## src/rtl/bar_scanner.sv

```systemverilog
// Bar-graph frame streamer: snapshots 16 magnitudes and streams scaled, saturated bar heights.
// Optional peak-hold registers are enabled with `define BAR_SCANNER_PEAK_HOLD_EN.
module bar_scanner #(
   parameter int SHIFT      = 8,
   parameter int MAX_HEIGHT = 200,
   parameter int DECAY      = 4
) (
   input  logic        clk,
   input  logic        reset,
   input  logic [15:0] input_array [16],
   input  logic        frame_start,
   output logic        bar_valid,
   input  logic        bar_ready,
   output logic [3:0]  bar_index,
   output logic [7:0]  bar_height,
   output logic [7:0]  bar_peak,
   output logic        busy,
   output logic        frame_done,
   output logic        frame_overrun
);

   typedef enum logic [1:0] {IDLE, STREAM, DONE} state_t;

   state_t      state_q, state_d;
   logic [3:0]  idx_q, idx_d;
   logic [15:0] snap_q [16];
   logic [15:0] snap_d [16];
   logic        overrun_q, overrun_d;
   logic [15:0] shifted;
   logic [7:0]  height;
   logic        beat;

   if (MAX_HEIGHT < 0 || MAX_HEIGHT > 255 || SHIFT < 0 || SHIFT > 15 ||
       DECAY < 0 || DECAY > 255) begin : g_bad_params
      $error("bar_scanner: parameter out of range");
   end

   // Saturation compares the full-width shifted value so large entries never wrap.
   always_comb begin
      shifted = snap_q[idx_q] >> SHIFT;
      height  = (shifted > 16'(MAX_HEIGHT)) ? 8'(MAX_HEIGHT) : shifted[7:0];
   end

   always_comb begin
      state_d   = state_q;
      idx_d     = idx_q;
      snap_d    = snap_q;
      overrun_d = overrun_q;
      beat      = (state_q == STREAM) && bar_ready;
      case (state_q)
         IDLE: begin
            if (frame_start) begin
               snap_d  = input_array;
               idx_d   = '0;
               state_d = STREAM;
            end
         end
         STREAM: begin
            if (frame_start) overrun_d = 1'b1;
            if (beat) begin
               if (idx_q == 4'd15) state_d = DONE;
               else                idx_d   = idx_q + 4'd1;
            end
         end
         DONE: begin
            if (frame_start) overrun_d = 1'b1;
            state_d = IDLE;
         end
         default: state_d = IDLE;
      endcase
   end

   always_ff @(posedge clk) begin
      if (reset) begin
         state_q   <= IDLE;
         idx_q     <= '0;
         overrun_q <= 1'b0;
         snap_q    <= '{default: '0};
      end else begin
         state_q   <= state_d;
         idx_q     <= idx_d;
         overrun_q <= overrun_d;
         snap_q    <= snap_d;
      end
   end

   assign bar_valid     = (state_q == STREAM);
   assign bar_index     = idx_q;
   assign bar_height    = bar_valid ? height : 8'd0;
   assign busy          = (state_q != IDLE);
   assign frame_done    = (state_q == DONE);
   assign frame_overrun = overrun_q;

`ifdef BAR_SCANNER_PEAK_HOLD_EN
   logic [7:0] peak_q [16];
   logic [7:0] peak_d [16];
   logic [7:0] decayed;
   logic [7:0] peak_new;

   // The presented peak is the value that will be written back if this beat is accepted.
   always_comb begin
      decayed  = (32'(peak_q[idx_q]) > DECAY) ? (peak_q[idx_q] - 8'(DECAY)) : 8'd0;
      peak_new = (height > decayed) ? height : decayed;
      peak_d   = peak_q;
      if (beat) peak_d[idx_q] = peak_new;
   end

   always_ff @(posedge clk) begin
      if (reset) peak_q <= '{default: '0};
      else       peak_q <= peak_d;
   end

   assign bar_peak = bar_valid ? peak_new : 8'd0;
`else
   assign bar_peak = bar_height;
`endif

endmodule

```

## config.mk

```make
export PLATFORM = sky130hd
export DESIGN_NAME = bar_scanner
export DESIGN_NICKNAME = d
export VERILOG_FILES = /design/src/rtl/bar_scanner.sv
export SDC_FILE = /design/constraint.sdc
export NUM_CORES = 1
export LEC_CHECK = 0
export BUFFER_PORTS_ARGS = -buffer_cell sky130_fd_sc_hd__clkbuf_2
export CAP_MARGIN = 20
export CORE_ASPECT_RATIO = 1.4
export CORE_MARGIN = 4
export CORE_UTILIZATION = 48
export CTS_BUF_LIST = sky130_fd_sc_hd__clkbuf_4 sky130_fd_sc_hd__clkbuf_8
export DETAILED_ROUTE_END_ITERATION = 6
export HOLD_SLACK_MARGIN = 0.08
export MAX_ROUTING_LAYER = met4
export PLACE_DENSITY_LB_ADDON = 0.25
export SLEW_MARGIN = 5
export SYNTH_ARGS = -nofsm -noshare
export SYNTH_HDL_FRONTEND = slang
export SYNTH_SLANG_ARGS = --single-unit
```

## constraint.sdc

```tcl
create_clock -name clk -period 2.7 [get_ports clk]
set_input_delay 0 -clock clk [delete_from_list [all_inputs] [get_ports clk]]
set_output_delay 0 -clock clk [all_outputs]
set_load 0.03 [all_outputs]
```

==> flow_metrics.py <==
metrics = {
    "worst_hold_path": {
        "hp-class": "input port to flop",
    },
    "finish": {
        "area_growth_pct": 54.2,
        "fill_cells": 794,
        "final_common_cell": "nand2_1",
        "final_area_mm2": 0.00910,
        "layout-drive-gt1-share": 0.246,
        "layout_common_cells": "nand2_1, dlygate4sd3_1, clkbuf_2, a21oi_1, dfxtp_1",
        "diodes": 0,
        "fin_nets": 1276,
    },
    "run_status": {
        "outcome": "finished with violations",
        "violations": "setup timing",
    },
    "timing": {
        "final-max-slew-violation-count": 0,
        "finClkSkew_ns": 0.00973,
        "post-route-period-util": 1.01,
        "setup_violations": 2,
        "rsz0062_at_grt": "yes",
        "maxSlewHeadroom": 0.614,
        "hold_viol_final": 0,
        "fin_crit_ns": 2.73,
        "worst_slack_ns": -0.0287,
        "max_slew.worst_pin.slew_ns": 0.579,
        "max_freq_ghz": 0.366,
    },
    "floorplan": {
        "core_mm2": 0.0119,
        "start_util": 0.495,
        "rows": 47,
        "io_pins": 284,
        "die_y_um": 139,
        "dieArea_mm2": 0.0142,
        "fp.dieW_um": 102,
    },
    "placement": {
        "hpwlAfterDp_um": 11300,
        "gp_congestion": 0.807,
        "dp_worst_setup_slack_ns": 0.214,
        "place_area_mm2": 0.00672,
        "io_buffers": 155,
    },
    "synth": {
        "synthDistinctLibCells": 40,
        "syn-num-nets": 967,
        "yosysWarnings": 0,
        "yosysSeqAreaShare": 0.458,
        "synth-simple-area-share": 0.195,
        "yosysTopAreaCellShare": 0.458,
        "netlist_area_mm2": 0.00590,
        "synth-main-ff-cell": "dfxtp_1",
        "synth.avg_cell_area_um2": 8.40,
        "ys_top_cells_by_area": "dfxtp_1, nand2_1, a21oi_1, mux4_2, mux2i_1",
        "synth_top_family_by_area": "simple AND/OR/NAND/NOR gates",
        "synth.area.mux_share": 0.135,
        "synthAdderAreaFrac": 0.00848,
        "synth_edf_count": 0,
        "async_flop_share": 0,
        "netlist_instances": 703,
        "synth_compound_area_frac": 0.145,
        "synth_top_area_cell": "dfxtp_1",
        "synth_seq_cells": 135,
        "synth_xor_area_frac": 0.00297,
    },
    "power_and_ir_drop": {
        "p_leak_nw": 3.85,
        "p_per_area_mw_per_mm2": 524,
        "peakVddDrop_uv": 339,
    },
    "clocking": {
        "cts_buffers": 17,
        "clockBufferDepth": 2,
        "htreeDepth": 4,
        "cts_tree": "built",
        "worstSkewPairLatency_ns": 0.43,
        "cts.sinks": 135,
        "clk_root_buffer_cell": "clkbuf_8",
        "clkTransAtPathRegs_ns": 0.08,
    },
    "critical_path": {
        "crit_type": "flop to output port",
        "worst_setup_path_start_kind": "flop",
        "crit_fanout": 13,
        "worstPathArrival_ns": 2.73,
        "required_ns": 2.70,
        "end_kind": "output port",
    },
    "drt": {
        "drt_iter0_markers": 280,
        "drc": 0,
        "detail-route-antenna-nets": 0,
        "drtPass1Iterations": 7,
        "wl_per_cell_um": 16.8,
        "viasPerCell": 5.37,
        "num_vias": 6291,
        "wl_um": 19700,
    },
    "global_routing": {
        "track_usage": 0.285,
        "grt-ovfl-total": 0,
        "antenna_found_initial": 0,
        "grt_max_degree": 85,
        "grt_pass1_wl_um": 30600,
        "grt_pass1_vias": 6424,
    },
    "run": {
        "maxCapViolations": 0,
    },
}
==> routing by layer <==
layer | vias up | global-route usage | part of all wire
met4 | 0 | 0.119 | 0.026
met1 | 2985 | 0.326 | 0.38
met5 | - | - | 0
met3 | 55 | 0.0561 | 0.061
met2 | 268 | 0.480 | 0.53
li1 | 2983 | - | -
==> cell families (layout without fill, tap and decap cells) <==
family,Yosys count,after routing
xor+xnor,2,2
buf+inv,68,389
mux,44,44
compound gates,157,157
flops,135,135
fa+ha+maj,4,4
simple gates,293,293
==> critical path, cell delays in order, from the launching register on <==
cell and delay, ns:
dfxtp_4 0.37, buf_12 0.16, nor2b_1 0.18, a221oi_1 0.38
a22oi_1 0.19, a211o_1 0.35, buf_4 0.15, nor2b_1 0.14
o21a_2 0.21, buf_6 0.15
==> report_power, final <==
group / internal [mW] / switching (mW)
Sequential: 2.12 / 0.0789
Combinational: 0.519 / 0.490
Clock: 0.767 / 0.794
Total: 3.41 / 1.36
==> synth_stat cells (all sizes together) (2+ instances only) <==
cell    instances
nand4           2
o21ai           2
nor2            8
and2            4
dfxtp         135
a21oi         134
a221oi          7
a22oi           3
nor3b           3
mux4           28
inv             5
nor2b           5
mux2i          16
buf            23
clkbuf         40
ha              4
nand2         266
==> through the flow <==
step | hold slack (ns) | util | instances | setup TNS [ns] | power [mW]
5_1_grt | 0.332 | 0.762 | 1171 | -0.754 | 4.97
3_3_place_gp | 0.225 | 0.563 | 956 | 0 | 2.95
4_1_cts | 0.302 | 0.755 | 1169 | -0.0445 | 4.75
2_1_floorplan | 0.136 | - | 703 | -0.154 | 2.73
6_report | 0.336 | 0.762 | 1171 | -0.0524 | 4.77
3_5_place_dp | 0.229 | 0.563 | 956 | 0 | 2.97
==> layout make-up <==
cell class | count | area (um^2) | area share
flip-flops and latches | 135 | 2710 | 0.298
inverters | 5 | 18.8 | 0.00206
clock buffers | 19 | 262 | 0.0287
well taps | 147 | 184 | 0.0202
multi-input cells | 500 | 2950 | 0.324
clock inverters | 12 | 104 | 0.0114
repair buffers | 353 | 2870 | 0.315
==> sequential cells by signal, summed over array words and instances, names as in the netlist <==
signal,cells
bar_index,4
frame_overrun,1
snap_q,128
state_q,2
==> final timing paths <==
kind	slack, ns	from	endpoint	cells past startpoint
hold / removal	0.34	input_array[155]	snap_q[155]	4
setup reg to reg	0.21	state_q[1]	snap_q[159]	7
setup / recovery	-0.03	bar_index[1]	bar_height[3]	9
hold reg to reg	0.46	snap_q[187]	snap_q[187]	2
==> what timing repair did <==
item / 4_1_cts / 5_1_grt
resized for setup: 25 / 30
pin swaps: 3 / 7
cloned: 1 / 0
hold buffers: 178 / 0
hold endpoints to repair: 133 / 0
setup buffers: 3 / 2
endpoints found under the setup margin: 12 / 12
(Power assumes the default switching activity.)
